**src/rtl/sd_resp_pkg.sv**
```systemverilog
`default_nettype none
// ============================================================================
// Module   : sd_resp_pkg
// Purpose  : Shared types, token lengths and helpers for the card-side SD
//            command responder (state encoding, response types, CRC7
//            polynomial, response-token assembly).
// Ports    : none (package)
// Revision : 1.0  initial release
// ============================================================================
package sd_resp_pkg;

  typedef enum logic [1:0] {
    RESP_NONE = 2'd0,
    RESP_R1   = 2'd1,
    RESP_R2   = 2'd2,
    RESP_R3   = 2'd3
  } resp_type_t;

  typedef enum logic [2:0] {
    ST_IDLE      = 3'd0,
    ST_RX        = 3'd1,
    ST_CHECK     = 3'd2,
    ST_WAIT_RESP = 3'd3,
    ST_NCR       = 3'd4,
    ST_TX        = 3'd5
  } state_t;

  localparam int         CMD_LEN   = 48;
  localparam int         R2_LEN    = 136;
  localparam logic [6:0] CRC7_POLY = 7'h09;

  // Counter increment that sticks at all-ones instead of wrapping.
  function automatic logic [7:0] sat_inc8(input logic [7:0] v);
    return (v == 8'hFF) ? v : v + 8'd1;
  endfunction

  // Left-aligned response token. The CRC field is left as ones; for R1/R2
  // the transmitter substitutes the running CRC when it reaches that field.
  function automatic logic [135:0] build_tx_token(input resp_type_t   t,
                                                  input logic [5:0]   idx,
                                                  input logic [127:0] pl);
    logic [135:0] tok;
    case (t)
      RESP_R2: tok = {2'b00, 6'h3F, pl[127:8], 7'h7F, 1'b1};
      RESP_R3: tok = {2'b00, 6'h3F, pl[31:0], 7'h7F, 1'b1, 88'd0};
      default: tok = {2'b00, idx, pl[31:0], 7'h7F, 1'b1, 88'd0};
    endcase
    return tok;
  endfunction

endpackage
`default_nettype wire

```
**src/rtl/sd_crc7_serial.sv**
```systemverilog
`default_nettype none
// ============================================================================
// Module   : sd_crc7_serial
// Purpose  : Bit-serial CRC7 (x^7 + x^3 + 1), zero seed, MSB-first input.
// Ports    : clk      - clock
//            rst_n    - asynchronous active-low reset
//            clear_i  - synchronous clear to zero (wins over en_i)
//            en_i     - fold bit_i into the CRC this cycle
//            bit_i    - serial data bit
//            crc_o    - current CRC remainder
// Revision : 1.0  initial release
// ============================================================================
module sd_crc7_serial
  import sd_resp_pkg::*;
(
  input  logic       clk,
  input  logic       rst_n,
  input  logic       clear_i,
  input  logic       en_i,
  input  logic       bit_i,
  output logic [6:0] crc_o
);

  logic [6:0] crc_q, crc_d;
  logic       fb;

  always_comb begin
    fb    = bit_i ^ crc_q[6];
    crc_d = crc_q;
    if (clear_i) begin
      crc_d = 7'd0;
    end else if (en_i) begin
      crc_d = {crc_q[5:0], 1'b0} ^ (fb ? CRC7_POLY : 7'd0);
    end
  end

  always_ff @(posedge clk or negedge rst_n) begin
    if (!rst_n) begin
      crc_q <= 7'd0;
    end else begin
      crc_q <= crc_d;
    end
  end

  assign crc_o = crc_q;

endmodule
`default_nettype wire

```
**src/rtl/sd_cmd_responder.sv**
```systemverilog
`default_nettype none
// ============================================================================
// Module   : sd_cmd_responder
// Purpose  : Card side of the SD CMD line. Receives 48-bit host commands,
//            checks framing and CRC7, presents index/argument to card logic,
//            then serialises the R1/R2/R3 response that card logic supplies.
// Ports    : sd_clk        - sole clock, CMD sampled/driven on rising edge
//            rstn          - asynchronous active-low reset
//            sd_cmd_i      - CMD line from host (idles high)
//            sd_cmd_o/oe   - CMD value / drive enable from card
//            cmd_valid     - one-cycle pulse, good command received
//            cmd_index/arg - last good command fields
//            crc_err       - one-cycle pulse, framing or CRC7 failure
//            resp_valid/ready/type/payload - response offer handshake
//            busy          - high whenever not idle
// Revision : 1.0  initial release
// ============================================================================
module sd_cmd_responder
  import sd_resp_pkg::*;
#(
  parameter int NCR          = 2,
  parameter int RESP_TIMEOUT = 64
) (
  input  logic         sd_clk,
  input  logic         rstn,
  input  logic         sd_cmd_i,
  output logic         sd_cmd_o,
  output logic         sd_cmd_oe,
  output logic         cmd_valid,
  output logic [5:0]   cmd_index,
  output logic [31:0]  cmd_arg,
  output logic         crc_err,
  input  logic         resp_valid,
  output logic         resp_ready,
  input  logic [1:0]   resp_type,
  input  logic [127:0] resp_payload,
  output logic         busy
);

  state_t       state_q, state_d;
  logic [7:0]   cnt_q, cnt_d;       // bit counter (RX and TX)
  logic [7:0]   tmr_q, tmr_d;       // timeout / NCR counter
  logic [46:0]  rx_sh_q, rx_sh_d;
  logic [135:0] tx_sh_q, tx_sh_d;
  resp_type_t   type_q, type_d;
  logic         cmd_o_q, cmd_o_d;
  logic         oe_q, oe_d;
  logic         valid_q, valid_d;
  logic         err_q, err_d;
  logic [5:0]   index_q, index_d;
  logic [31:0]  arg_q, arg_d;

  logic         rx_crc_clr, rx_crc_en;
  logic [6:0]   rx_crc;
  logic         tx_crc_clr, tx_crc_en;
  logic [6:0]   tx_crc;

  logic [47:0]  rx_tok;
  logic         rx_good;
  logic         emit;
  logic [7:0]   pos, tx_len, data_lo, data_hi;
  logic [2:0]   crc_ofs;
  logic         has_crc, in_crc_data, in_crc_field;

  // Full received token as of the cycle the end bit is on the line.
  assign rx_tok  = {rx_sh_q, sd_cmd_i};
  assign rx_good = ~rx_tok[47] & rx_tok[46] & rx_tok[0] & (rx_tok[7:1] == rx_crc);

  // Transmit bookkeeping: pos is the index of the bit about to be driven.
  // The NCR->TX edge drives bit 0, later edges drive bit cnt_q.
  assign tx_len  = (type_q == RESP_R2) ? 8'(R2_LEN) : 8'(CMD_LEN);
  assign data_lo = (type_q == RESP_R2) ? 8'd8   : 8'd0;
  assign data_hi = (type_q == RESP_R2) ? 8'd128 : 8'd40;
  assign has_crc = (type_q != RESP_R3);
  assign pos     = (state_q == ST_TX) ? cnt_q : 8'd0;
  assign emit    = ((state_q == ST_NCR) && (tmr_q == 8'(NCR - 1))) ||
                   ((state_q == ST_TX) && (cnt_q != tx_len));
  assign in_crc_data  = has_crc && (pos >= data_lo) && (pos < data_hi);
  assign in_crc_field = has_crc && (pos >= data_hi) && (pos < data_hi + 8'd7);
  assign crc_ofs      = 3'(pos - data_hi);

  always_comb begin
    state_d    = state_q;
    cnt_d      = cnt_q;
    tmr_d      = tmr_q;
    rx_sh_d    = rx_sh_q;
    tx_sh_d    = tx_sh_q;
    type_d     = type_q;
    cmd_o_d    = 1'b1;
    oe_d       = 1'b0;
    valid_d    = 1'b0;
    err_d      = 1'b0;
    index_d    = index_q;
    arg_d      = arg_q;
    rx_crc_clr = 1'b0;
    rx_crc_en  = 1'b0;
    tx_crc_clr = 1'b0;
    tx_crc_en  = 1'b0;

    case (state_q)
      ST_IDLE: begin
        rx_crc_clr = 1'b1;
        if (!sd_cmd_i) begin
          state_d = ST_RX;
          cnt_d   = 8'd1;
          rx_sh_d = {rx_sh_q[45:0], sd_cmd_i};
        end
      end
      ST_RX: begin
        rx_sh_d   = {rx_sh_q[45:0], sd_cmd_i};
        // cnt_q=k samples token bit 47-k; CRC covers bits 46..8.
        rx_crc_en = (cnt_q <= 8'd39);
        cnt_d     = sat_inc8(cnt_q);
        if (cnt_q == 8'd47) begin
          state_d = ST_CHECK;
          cnt_d   = 8'd0;
          if (rx_good) begin
            valid_d = 1'b1;
            index_d = rx_tok[45:40];
            arg_d   = rx_tok[39:8];
          end else begin
            err_d = 1'b1;
          end
        end
      end
      ST_CHECK: begin
        state_d = valid_q ? ST_WAIT_RESP : ST_IDLE;
        tmr_d   = 8'd0;
      end
      ST_WAIT_RESP: begin
        if (resp_valid) begin
          tmr_d = 8'd0;
          if (resp_type_t'(resp_type) == RESP_NONE) begin
            state_d = ST_IDLE;
          end else begin
            state_d    = ST_NCR;
            type_d     = resp_type_t'(resp_type);
            tx_sh_d    = build_tx_token(resp_type_t'(resp_type), index_q, resp_payload);
            tx_crc_clr = 1'b1;
            cnt_d      = 8'd0;
          end
        end else if (tmr_q == 8'(RESP_TIMEOUT - 1)) begin
          state_d = ST_IDLE;
          tmr_d   = 8'd0;
        end else begin
          tmr_d = tmr_q + 8'd1;
        end
      end
      ST_NCR: begin
        if (tmr_q == 8'(NCR - 1)) begin
          state_d = ST_TX;
          tmr_d   = 8'd0;
        end else begin
          tmr_d = tmr_q + 8'd1;
        end
      end
      ST_TX: begin
        if (cnt_q == tx_len) begin
          state_d = ST_IDLE;
          cnt_d   = 8'd0;
        end
      end
      default: state_d = ST_IDLE;
    endcase

    if (emit) begin
      oe_d      = 1'b1;
      // CRC field bits come from the running CRC, which is stable by then.
      cmd_o_d   = in_crc_field ? tx_crc[3'd6 - crc_ofs] : tx_sh_q[135];
      tx_sh_d   = {tx_sh_q[134:0], 1'b0};
      tx_crc_en = in_crc_data;
      cnt_d     = sat_inc8(pos);
    end
  end

  always_ff @(posedge sd_clk or negedge rstn) begin
    if (!rstn) begin
      state_q <= ST_IDLE;
      cnt_q   <= 8'd0;
      tmr_q   <= 8'd0;
      rx_sh_q <= '0;
      tx_sh_q <= '0;
      type_q  <= RESP_NONE;
      cmd_o_q <= 1'b1;
      oe_q    <= 1'b0;
      valid_q <= 1'b0;
      err_q   <= 1'b0;
      index_q <= 6'd0;
      arg_q   <= 32'd0;
    end else begin
      state_q <= state_d;
      cnt_q   <= cnt_d;
      tmr_q   <= tmr_d;
      rx_sh_q <= rx_sh_d;
      tx_sh_q <= tx_sh_d;
      type_q  <= type_d;
      cmd_o_q <= cmd_o_d;
      oe_q    <= oe_d;
      valid_q <= valid_d;
      err_q   <= err_d;
      index_q <= index_d;
      arg_q   <= arg_d;
    end
  end

  sd_crc7_serial u_rx_crc (
    .clk     (sd_clk),
    .rst_n   (rstn),
    .clear_i (rx_crc_clr),
    .en_i    (rx_crc_en),
    .bit_i   (sd_cmd_i),
    .crc_o   (rx_crc)
  );

  sd_crc7_serial u_tx_crc (
    .clk     (sd_clk),
    .rst_n   (rstn),
    .clear_i (tx_crc_clr),
    .en_i    (tx_crc_en),
    .bit_i   (tx_sh_q[135]),
    .crc_o   (tx_crc)
  );

  assign sd_cmd_o   = cmd_o_q;
  assign sd_cmd_oe  = oe_q;
  assign cmd_valid  = valid_q;
  assign crc_err    = err_q;
  assign cmd_index  = index_q;
  assign cmd_arg    = arg_q;
  assign resp_ready = (state_q == ST_WAIT_RESP);
  assign busy       = (state_q != ST_IDLE);

endmodule
`default_nettype wire

```
**config.mk**
```make
export PLATFORM = sky130hd
export DESIGN_NAME = sd_cmd_responder
export DESIGN_NICKNAME = d
export VERILOG_FILES = /design/src/rtl/sd_resp_pkg.sv /design/src/rtl/sd_crc7_serial.sv /design/src/rtl/sd_cmd_responder.sv
export SDC_FILE = /design/constraint.sdc
export NUM_CORES = 1
export LEC_CHECK = 0
export BUFFER_PORTS_ARGS = -buffer_cell sky130_fd_sc_hd__buf_4
export CORE_MARGIN = 2
export CORE_UTILIZATION = 52
export DETAILED_ROUTE_END_ITERATION = 10
export PLACE_DENSITY = 0.76
export SLEW_MARGIN = 25
export SYNTH_ARGS = -nofsm -noshare
export SYNTH_HDL_FRONTEND = slang
export SYNTH_SLANG_ARGS = --single-unit
```
**constraint.sdc**
```tcl
create_clock -name sd_clk -period 2.7 [get_ports sd_clk]
set_input_delay 0.27 -clock sd_clk [delete_from_list [all_inputs] [get_ports sd_clk]]
set_output_delay 0.27 -clock sd_clk [all_outputs]
set_load 0.02 [all_outputs]
```
==> results of run 1 <==
## layout make-up
cell class,instances,area (um^2),share of cell area
inverters,16,65.1,0.00415
multi-input cells,802,5390,0.344
clock buffers,39,803,0.0512
well taps,319,399,0.0254
clock inverters,11,170,0.0108
flip-flops and latches,260,6510,0.415
repair buffers,277,2350,0.150
## metal layers
metal | up-vias | part of all wire
met5 | - | 0
met4 | 0 | 0.017
met3 | 41 | 0.061
met2 | 323 | 0.47
met1 | 5036 | 0.45
li1 | 4743 | -
## synth_stat cells (all sizes together) (5+ instances only)
master / instances
ha: 10
buf: 43
o31ai: 44
xor2: 5
nand3b: 7
mux2i: 10
a221o: 82
and3: 90
xnor2: 9
inv: 16
o21ai: 32
nor3: 15
nand2b: 5
o22ai: 35
a31oi: 6
a21oi: 48
dfrtp: 259
nor2: 136
and2: 6
a21o: 5
clkbuf: 55
mux2: 84
nand2: 93
nand3: 32
## registers in the layout, summed over array words and instances, names as in the netlist, 2 cells and up
| name | flops |
|---|---|
| cmd_index | 6 |
| u_tx_crc.crc_o | 7 |
| type_q | 2 |
| tmr_q | 8 |
| tx_sh_q | 136 |
| cnt_q | 8 |
| state_q | 3 |
| cmd_arg | 32 |
| rx_sh_q | 47 |
| u_rx_crc.crc_o | 7 |
## cell families after synthesis
kind of cell	after synthesis	synth area share
adder cells (fa/ha/maj)	10	0.0101
multiplexers	94	0.0844
XOR/XNOR	14	0.00990
AND/OR/NAND/NOR	407	0.160
buffers and inverters	114	0.0410
flip-flops	260	0.525
AO/OA/AOI/OAI	277	0.169
## cell usage in the layout (no fill, tap or decap), types with 4 or more instances in the layout
cell / n
a21o_1: 5
a21oi_1: 48
a221o_1: 82
a31oi_1: 4
and2_1: 6
and3_1: 90
buf_12: 7
buf_4: 197
bufinv_16: 4
clkbuf_1: 6
clkbuf_16: 29
clkbuf_8: 4
dfrtp_1: 259
dlygate4sd3_1: 72
ha_1: 10
inv_1: 15
inv_6: 4
mux2_2: 82
mux2i_1: 10
nand2_1: 92
nand2b_1: 5
nand3_1: 32
nand3b_1: 7
nor2_1: 134
nor3_1: 14
o21ai_0: 30
o22ai_1: 34
o31ai_1: 44
xnor2_1: 9
xor2_1: 5
## where the power goes
group / switching (mW) / total, mW / internal (mW) / leakage, nW
Combinational: 0.176 / 0.383 / 0.207 / 3.82
Clock: 1.57 / 4.03 / 2.46 / 0.479
Sequential: 0.000679 / 3.90 / 3.90 / 3.26
## worst paths after layout
kind	end	slack [ns]	cells after the start
min	tx_sh_q[20]$_DFFE_PN0P_	0.01	2
min in group asynchronous	tx_sh_q[103]$_DFFE_PN0P_	0.29	2
max in group asynchronous	rx_sh_q[43]$_DFFE_PN0P_	1.55	3
min reg2reg	tx_sh_q[47]$_DFFE_PN0P_	0.48	1
max reg2reg	sd_cmd_o$_DFF_PN1_	0.32	9
max	sd_cmd_o$_DFF_PN1_	0.32	9
## through the flow
step	cell area [um^2]	hold WS (ns)	power [mW]
2_1_floorplan	12400	-0.0256	4.00
3_3_place_gp	14000	0.292	4.27
3_5_place_dp	14000	0.288	4.27
4_1_cts	15700	0.0000112	8.38
5_1_grt	15700	0.00536	8.57
6_report	15700	0.0103	8.31
## critical path, cell delays in order, from the launching register on
cell and delay (ns):
dfrtp_1 0.37, and3b_1 0.27, nand2_1 0.11, ha_1 0.49, mux2i_1 0.25, nand2_1 0.08
o311ai_0 0.12, a21oi_1 0.12, a2111oi_1 0.40, a211oi_1 0.08
==> run_results.csv, run 1 <==
group,metric,value,unit
sta,drv_slew,0,
synth,netlist_area,12400,um^2
cells_and_area,drive_gt1_frac,0.246,
cts,post_cts_buffers,0,
cells_and_area,stdcell_count,1724,
grt,busiest_layer,"met2",
synth,async_flop_share,1.00,
cells_and_area,antenna_cells,0,
cts,cts_tree,"yes",
synth,syn_inst,1176,
synth,synth_top_area_share,0.523,
hold_path,hp-class,"in -> reg",
job,maxCapViolations,0,
sta,finalHoldViolCount,0,
cts,hold_buffers,72,
critical_path,worstPathRequired,3.14,ns
critical_path,critPathArrivalTime,2.82,ns
sta,finClkSkew,0.0180,ns
cts,cts.repair.resized,0,
power,power.density,530,nW/um^2
synth,ys_warn_count,0,
power,irDropWorstVdd,0.457,mV
critical_path,cp_max_fo,9,
sta,worstMarginPinSlew,0.690,ns
cells_and_area,area_growth_syn_to_layout,26.6,%
synth,seq_area_frac_synth,0.525,
cts,insertion_delay,0.53,ns
synth,synth_edf_count,0,
grt,use_met3,0.0430,
grt,met1_usage,0.344,
sta,grt_setup_unrepaired,"no",
sta,fin_setup_tns,0,ns
sta,relSlewSlack,0.540,
sta,fin_crit,2.38,ns
sta,finalSetupViolCount,0,
critical_path,start_kind,"flop",
floorplanning,ios,178,
grt,grt_max_degree,91,
place,place_inst,1602,
floorplanning,die_w,158,um
place,gp_congestion,0.853,
synth,yosysUniqueCellTypes,68,
cts,cts.clk_slew.worst_paths,0.06,ns
cts,clkSinkCount,260,
route,route.vias.total,10143,
floorplanning,start_util,0.530,
grt,antenna_found_initial,0,
route,via_per_inst,5.88,
critical_path,startpoint,"state_q[1]$_DFFE_PN0P_",
critical_path,path_class,"reg -> reg",
sta,fmax,0.420,GHz
grt,grt.met2_usage,0.402,
route,drt_iter0_drc,992,
place,portBuffers,177,
floorplanning,fp.dieArea,25100,um^2
route,antenna_left,0,
cts,numCtsBuffers,28,
floorplanning,core_area,23400,um^2
sta,layout_setup_ws,0.321,ns
synth,ys_seq_elements,260,
synth,ys.flop_type,"dfrtp_1",
cts,htreeDepth,1,
cts,root_buffer,"clkbuf_16",
grt,grt_pass1_vias,9851,
grt,grt_overflow,0,
floorplanning,die_h,158,um
grt,track_usage,0.245,
route,routed_wl,30700,um
route,drcViolationCount,0,
route,firstDrtPassIters,5,
cells_and_area,num-nets-final,1529,
synth,synthTopCellsByArea,"dfrtp_1 52%, mux2_2 7.5%, a221o_1 6.6%",
sta,fin_crit_sh,0.881,
cts,ctsLongestPathBuffers,3,
critical_path,r2r-start,"state_q[1]$_DFFE_PN0P_",
synth,yosysTopAreaCell,"dfrtp_1",
place,dp_hpwl,18700,um
power,p_leak,7.56,nW
cells_and_area,fin_util,0.671,
run_status,status,"complete, no violations",
floorplanning,fp-row-count,56,
route,wl_per_cell,17.8,um
cells_and_area,num-fill-cells,1794,
synth,syn_nets,1320,
critical_path,cp-end-kind,"flop",
synth,synth.avg_cell_area,10.5,um^2
place,place_ws,0.362,ns
grt,grt_pass1_wl,50100,um
hold_path,hold_start,"resp_payload[20]",
No activity file was read; power rests on OpenSTA's default activity.
==> run 2, diff against run 1 <==
BUFFER_PORTS_ARGS = unset   (was -buffer_cell sky130_fd_sc_hd__buf_4)
CORE_UTILIZATION = 58   (was 52)
DONT_BUFFER_PORTS = 1   (was unset)
HOLD_SLACK_MARGIN = 0.02   (was unset)
==> run_results.csv, run 2 (same netlist as run 1, synthesis figures left out) <==
group,metric,value,unit
cts,cts.clk_slew.worst_paths,0.07,ns
cts,root_buffer,"clkbuf_16",
route,routed_wl,29900,um
grt,grt_max_degree,261,
floorplanning,fp.dieArea,22600,um^2
place,portBuffers,0,
grt,grt_pass1_vias,9532,
critical_path,reg2reg_to,"tx_sh_q[132]$_DFFE_PN0P_",
job,maxCapViolations,0,
critical_path,r2r_slack,0.25,ns
sta,fmax,0.409,GHz
sta,fin_crit_sh,0.906,
cts,hold_buffers,100,
critical_path,cp_max_fo,51,
cells_and_area,mostFrequentLayoutCells,"259 x dfrtp_1, 134 x nor2_1, 98 x dlygate4sd3_1",
cts,cts_tree,"yes",
route,antenna_left,0,
place,dp_hpwl,17500,um
critical_path,r2r-start,"type_q[0]$_DFFE_PN0P_",
place,dpl-instance-area,12600,um^2
cts,numCtsBuffers,27,
route,route.vias.total,9628,
floorplanning,ios,178,
place,gp_congestion,0.914,
floorplanning,die_w,150,um
grt,antenna_found_initial,1,
floorplanning,fp-row-count,53,
route,drcViolationCount,0,
hold_path,hp-class,"in -> async",
floorplanning,die_h,150,um
cells_and_area,fin_util,0.692,
sta,fin_crit,2.45,ns
sta,fin_setup_tns,0,ns
cells_and_area,register_area,6510,um^2
power,irDropWorstVdd,0.450,mV
sta,grt_setup_unrepaired,"no",
cells_and_area,drive_gt1_frac,0.135,
floorplanning,start_util,0.589,
critical_path,start_kind,"flop",
route,drt_iter0_drc,729,
critical_path,cp-end-kind,"flop",
critical_path,path_class,"reg -> reg",
grt,grt_overflow,0,
cells_and_area,fin_area,14600,um^2
sta,relSlewSlack,0.591,
critical_path,r2r_cells,9,
route,via_per_inst,6.30,
cells_and_area,area_growth_syn_to_layout,17.4,%
critical_path,worstPathRequired,3.10,ns
cells_and_area,num-nets-final,1377,
run_status,status,"finished, violations left",
sta,drv_slew,0,
cells_and_area,largest_register,"tx_sh_q",
sta,timing.hold.ws,-0.569,ns
sta,worstMarginPinSlew,0.613,ns
power,power.density,546,nW/um^2
cts,clkSinkCount,260,
grt,track_usage,0.263,
cells_and_area,largest_reg_flops,136,
cells_and_area,multiInputGateArea,5400,um^2
floorplanning,core_area,21000,um^2
route,firstDrtPassIters,5,
cells_and_area,num-fill-cells,1477,
grt,grt_pass1_wl,48300,um
cts,htreeDepth,1,
critical_path,critPathArrivalTime,2.85,ns
run_status,violations,"hold timing",
sta,finClkSkew,0.0152,ns
sta,finalSetupViolCount,0,
sta,layout_setup_ws,0.254,ns
cts,insertion_delay,0.54,ns
sta,finalHoldViolCount,260,
cts,ctsLongestPathBuffers,3,
place,place_ws,0.243,ns
power,p_leak,6.79,nW
route,wl_per_cell,19.6,um
cells_and_area,layout_commonest_cell,"dfrtp_1",
-- run 2: repair_timing --
action / CTS / global route
buffers inserted: 0 / 0
endpoints found under the setup margin: 0 / 1
hold endpoints to repair: 390 / 260
resized for setup: 0 / 1
-- run 2: critical path: stages, from the launching register on --
cell,delay (ns)
dfrtp_1,0.40
nand2b_1,0.27
inv_1,0.23
o22ai_2,0.12
a31oi_4,0.31
nor2_8,0.07
inv_6,0.17
buf_12,0.25
nor2_1,0.14
a221o_1,0.34
-- run 2: worst max path at each step --
stage / slack [ns] / from / to
2_1_floorplan: 0.06 / state_q[2]$_DFFE_PN0P_ / sd_cmd_o$_DFF_PN1_
3_5_place_dp: 0.24 / state_q[1]$_DFFE_PN0P_ / cnt_q[1]$_DFFE_PN0P_
4_1_cts: 0.24 / state_q[1]$_DFFE_PN0P_ / cnt_q[1]$_DFFE_PN0P_
6_report: 0.25 / type_q[0]$_DFFE_PN0P_ / tx_sh_q[132]$_DFFE_PN0P_
3_3_place_gp: 0.32 / state_q[1]$_DFFE_PN0P_ / cnt_q[1]$_DFFE_PN0P_
5_1_grt: 0.09 / state_q[1]$_DFFE_PN0P_ / cnt_q[1]$_DFFE_PN0P_
-- run 2: stage by stage --
step	instances	hold WS, ns	power, mW
6_report	1529	-0.569	7.95
5_1_grt	1529	-0.586	8.19
4_1_cts	1528	-0.582	8.02
3_5_place_dp	1379	-0.0150	3.98
3_3_place_gp	1379	-0.0166	3.98
2_1_floorplan	1176	-0.0256	4.00
-- run 2: layer usage --
metal,share of wire,vias up,track usage
li1,-,4441,-
met1,0.44,4755,0.366
met2,0.45,369,0.413
met3,0.084,63,0.0642
met4,0.027,0,0.0797
met5,0,-,0
-- run 2: where the power goes --
group | internal [mW] | switching, mW
clock | 2.36 | 1.52
combinational | 0.108 | 0.0617
sequential | 3.90 | 0.000645
total | 6.36 | 1.59
-- run 2: area by class of cell --
| class | instances | share of cell area |
|---|---|---|
| Timing Repair Buffer | 126 | 0.0896 |
| Sequential cell | 260 | 0.447 |
| Tap cell | 275 | 0.0236 |
| Inverter | 16 | 0.00447 |
| Multi-Input combinational cell | 802 | 0.371 |
| Clock buffer | 38 | 0.0527 |
| Antenna cell | 1 | 0.000172 |
| Clock inverter | 11 | 0.0111 |
==> run 3, diff against run 2 <==
--- a/config.mk
+++ b/config.mk
@@ -7,3 +7,2 @@
 export LEC_CHECK = 0
-export CORE_MARGIN = 2
 export CORE_UTILIZATION = 58
@@ -13,2 +12,3 @@
 export PLACE_DENSITY = 0.76
+export RECOVER_POWER = 25
 export SLEW_MARGIN = 25
--- a/constraint.sdc
+++ b/constraint.sdc
@@ -3,2 +3,2 @@
 set_output_delay 0.27 -clock sd_clk [all_outputs]
-set_load 0.02 [all_outputs]
+set_load 0.05 [all_outputs]
==> run_results.csv, run 3 (same netlist as run 1, synthesis figures left out) <==
group,metric,value,unit
place,gp_congestion,0.864,
cells_and_area,antenna_cells,0,
critical_path,cp_slowest_cell,"dfrtp_1",
sta,timing.hold.ws,-0.562,ns
route,via_per_inst,6.32,
floorplanning,start_util,0.591,
critical_path,critPathArrivalTime,2.87,ns
critical_path,worstPathRequired,3.10,ns
cts,numCtsBuffers,28,
place,dp_hpwl,17300,um
cts,cts.clk_slew.worst_paths,0.06,ns
grt,grt_pass1_vias,9370,
cells_and_area,fin_area,14600,um^2
route,routed_wl,30100,um
cts,htreeDepth,1,
grt,grt_pass1_wl,49000,um
cells_and_area,largest_reg_flops,136,
critical_path,cp_num_cells,10,
floorplanning,fp-row-count,53,
grt,met1_usage,0.380,
cells_and_area,area_growth_syn_to_layout,17.7,%
cells_and_area,mostFrequentLayoutCells,"259 x dfrtp_1, 134 x nor2_1, 97 x dlygate4sd3_1",
critical_path,path_buf_inv,1,
cells_and_area,multiInputGateArea,5400,um^2
place,portBuffers,0,
sta,drv_slew,0,
floorplanning,die_h,148,um
critical_path,path_cells,"and3b_1, nand2_1, inv_1, ha_1, and3_1, nand3_1, nand2_1, o21ai_1, a221oi_1, a21oi_1",
cells_and_area,drive_gt1_frac,0.139,
sta,fin_setup_tns,0,ns
route,drt_iter0_drc,856,
power,irDropWorstVdd,0.711,mV
floorplanning,fp.dieArea,22000,um^2
grt,use_met3,0.0641,
hold_path,hp-class,"in -> async",
route,wl_per_cell,19.7,um
route,firstDrtPassIters,5,
place,dpl-instance-area,12600,um^2
sta,finClkSkew,0.0269,ns
critical_path,slowest_delay,0.37,ns
critical_path,r2r_cells,10,
route,drcViolationCount,0,
route,antenna_left,0,
cells_and_area,fin_util,0.696,
grt,grt_overflow,0,
sta,relSlewSlack,0.459,
run_status,violations,"hold timing",
power,p_leak,6.80,nW
sta,finalHoldViolCount,260,
sta,worstMarginPinSlew,0.809,ns
cts,post_cts_buffers,0,
cts,ctsLongestPathBuffers,3,
cells_and_area,largest_register,"tx_sh_q",
critical_path,start_kind,"flop",
critical_path,path_class,"reg -> reg",
cells_and_area,num-fill-cells,1504,
sta,finalSetupViolCount,0,
grt,track_usage,0.275,
job,maxCapViolations,0,
run_status,status,"finished, violations left",
sta,fmax,0.405,GHz
floorplanning,ios,178,
grt,antenna_found_initial,0,
grt,grt_max_degree,261,
cts,clkSinkCount,260,
cts,root_buffer,"clkbuf_16",
critical_path,path_delay_family,"simple AND/OR/NAND/NOR gates",
sta,grt_setup_unrepaired,"no",
critical_path,cpMostUsedCell,"nand2_1",
cells_and_area,layout_commonest_cell,"dfrtp_1",
sta,fin_crit_sh,0.915,
cells_and_area,register_area,6510,um^2
cts,insertion_delay,0.55,ns
cts,hold_buffers,99,
power,power.density,549,nW/um^2
critical_path,cp-end-kind,"flop",
power,finalPower,8.01,mW
cts,cts_tree,"yes",
cells_and_area,num-nets-final,1377,
grt,busiest_layer,"met2",
route,route.vias.total,9659,
critical_path,cp_max_fo,7,
floorplanning,core_area,21000,um^2
sta,fin_crit,2.47,ns
grt,grt.met2_usage,0.432,
floorplanning,die_w,148,um
run 3: layer usage:
layer | wire length (um) | vias to the layer above
li1 | - | 4452
met1 | 13000 | 4765
met2 | 14000 | 382
met3 | 2350 | 60
met4 | 705 | 0
met5 | 0 | -
run 3: worst paths after layout:
kind | endpoint | slack (ns) | from
worst max register to register | cnt_q[1]$_DFFE_PN0P_ | 0.23 | state_q[1]$_DFFE_PN0P_
worst min register to register | tx_sh_q[88]$_DFFE_PN0P_ | 0.47 | tx_sh_q[87]$_DFFE_PN0P_
worst min-delay path | tx_sh_q[110]$_DFFE_PN0P_ | -0.56 | rstn
worst max-delay path | cnt_q[1]$_DFFE_PN0P_ | 0.23 | state_q[1]$_DFFE_PN0P_
min in group sd_clk | tx_sh_q[94]$_DFFE_PN0P_ | 0.02 | resp_payload[94]
max in group asynchronous | tx_sh_q[29]$_DFFE_PN0P_ | 2.64 | rstn
run 3: area by class of cell:
class / instances / area share
clock buffers: 37 / 0.0545
clock inverters: 14 / 0.0115
inverters: 16 / 0.00446
multi-input cells: 802 / 0.370
flip-flops and latches: 260 / 0.446
well taps: 275 / 0.0236
repair buffers: 125 / 0.0896
run 3: metrics by stage:
stage	worst slack (ns)	cells
2_1_floorplan	0.0623	1176
3_3_place_gp	0.330	1379
3_5_place_dp	0.248	1379
4_1_cts	0.238	1529
5_1_grt	0.0165	1529
6_report	0.230	1529
run 3: where the power goes:
group	total (mW)	switching (mW)	internal (mW)	leakage, nW
sequential	3.90	0.000700	3.90	3.26
clock	3.94	1.58	2.36	0.469
combinational	0.166	0.0600	0.106	3.06
total	8.01	1.65	6.36	6.80
run 3: what timing repair did:
item | in CTS | in global routing
resized for setup | 0 | 1
endpoints found under the hold margin | 388 | 260
endpoints found under the setup margin | 0 | 1
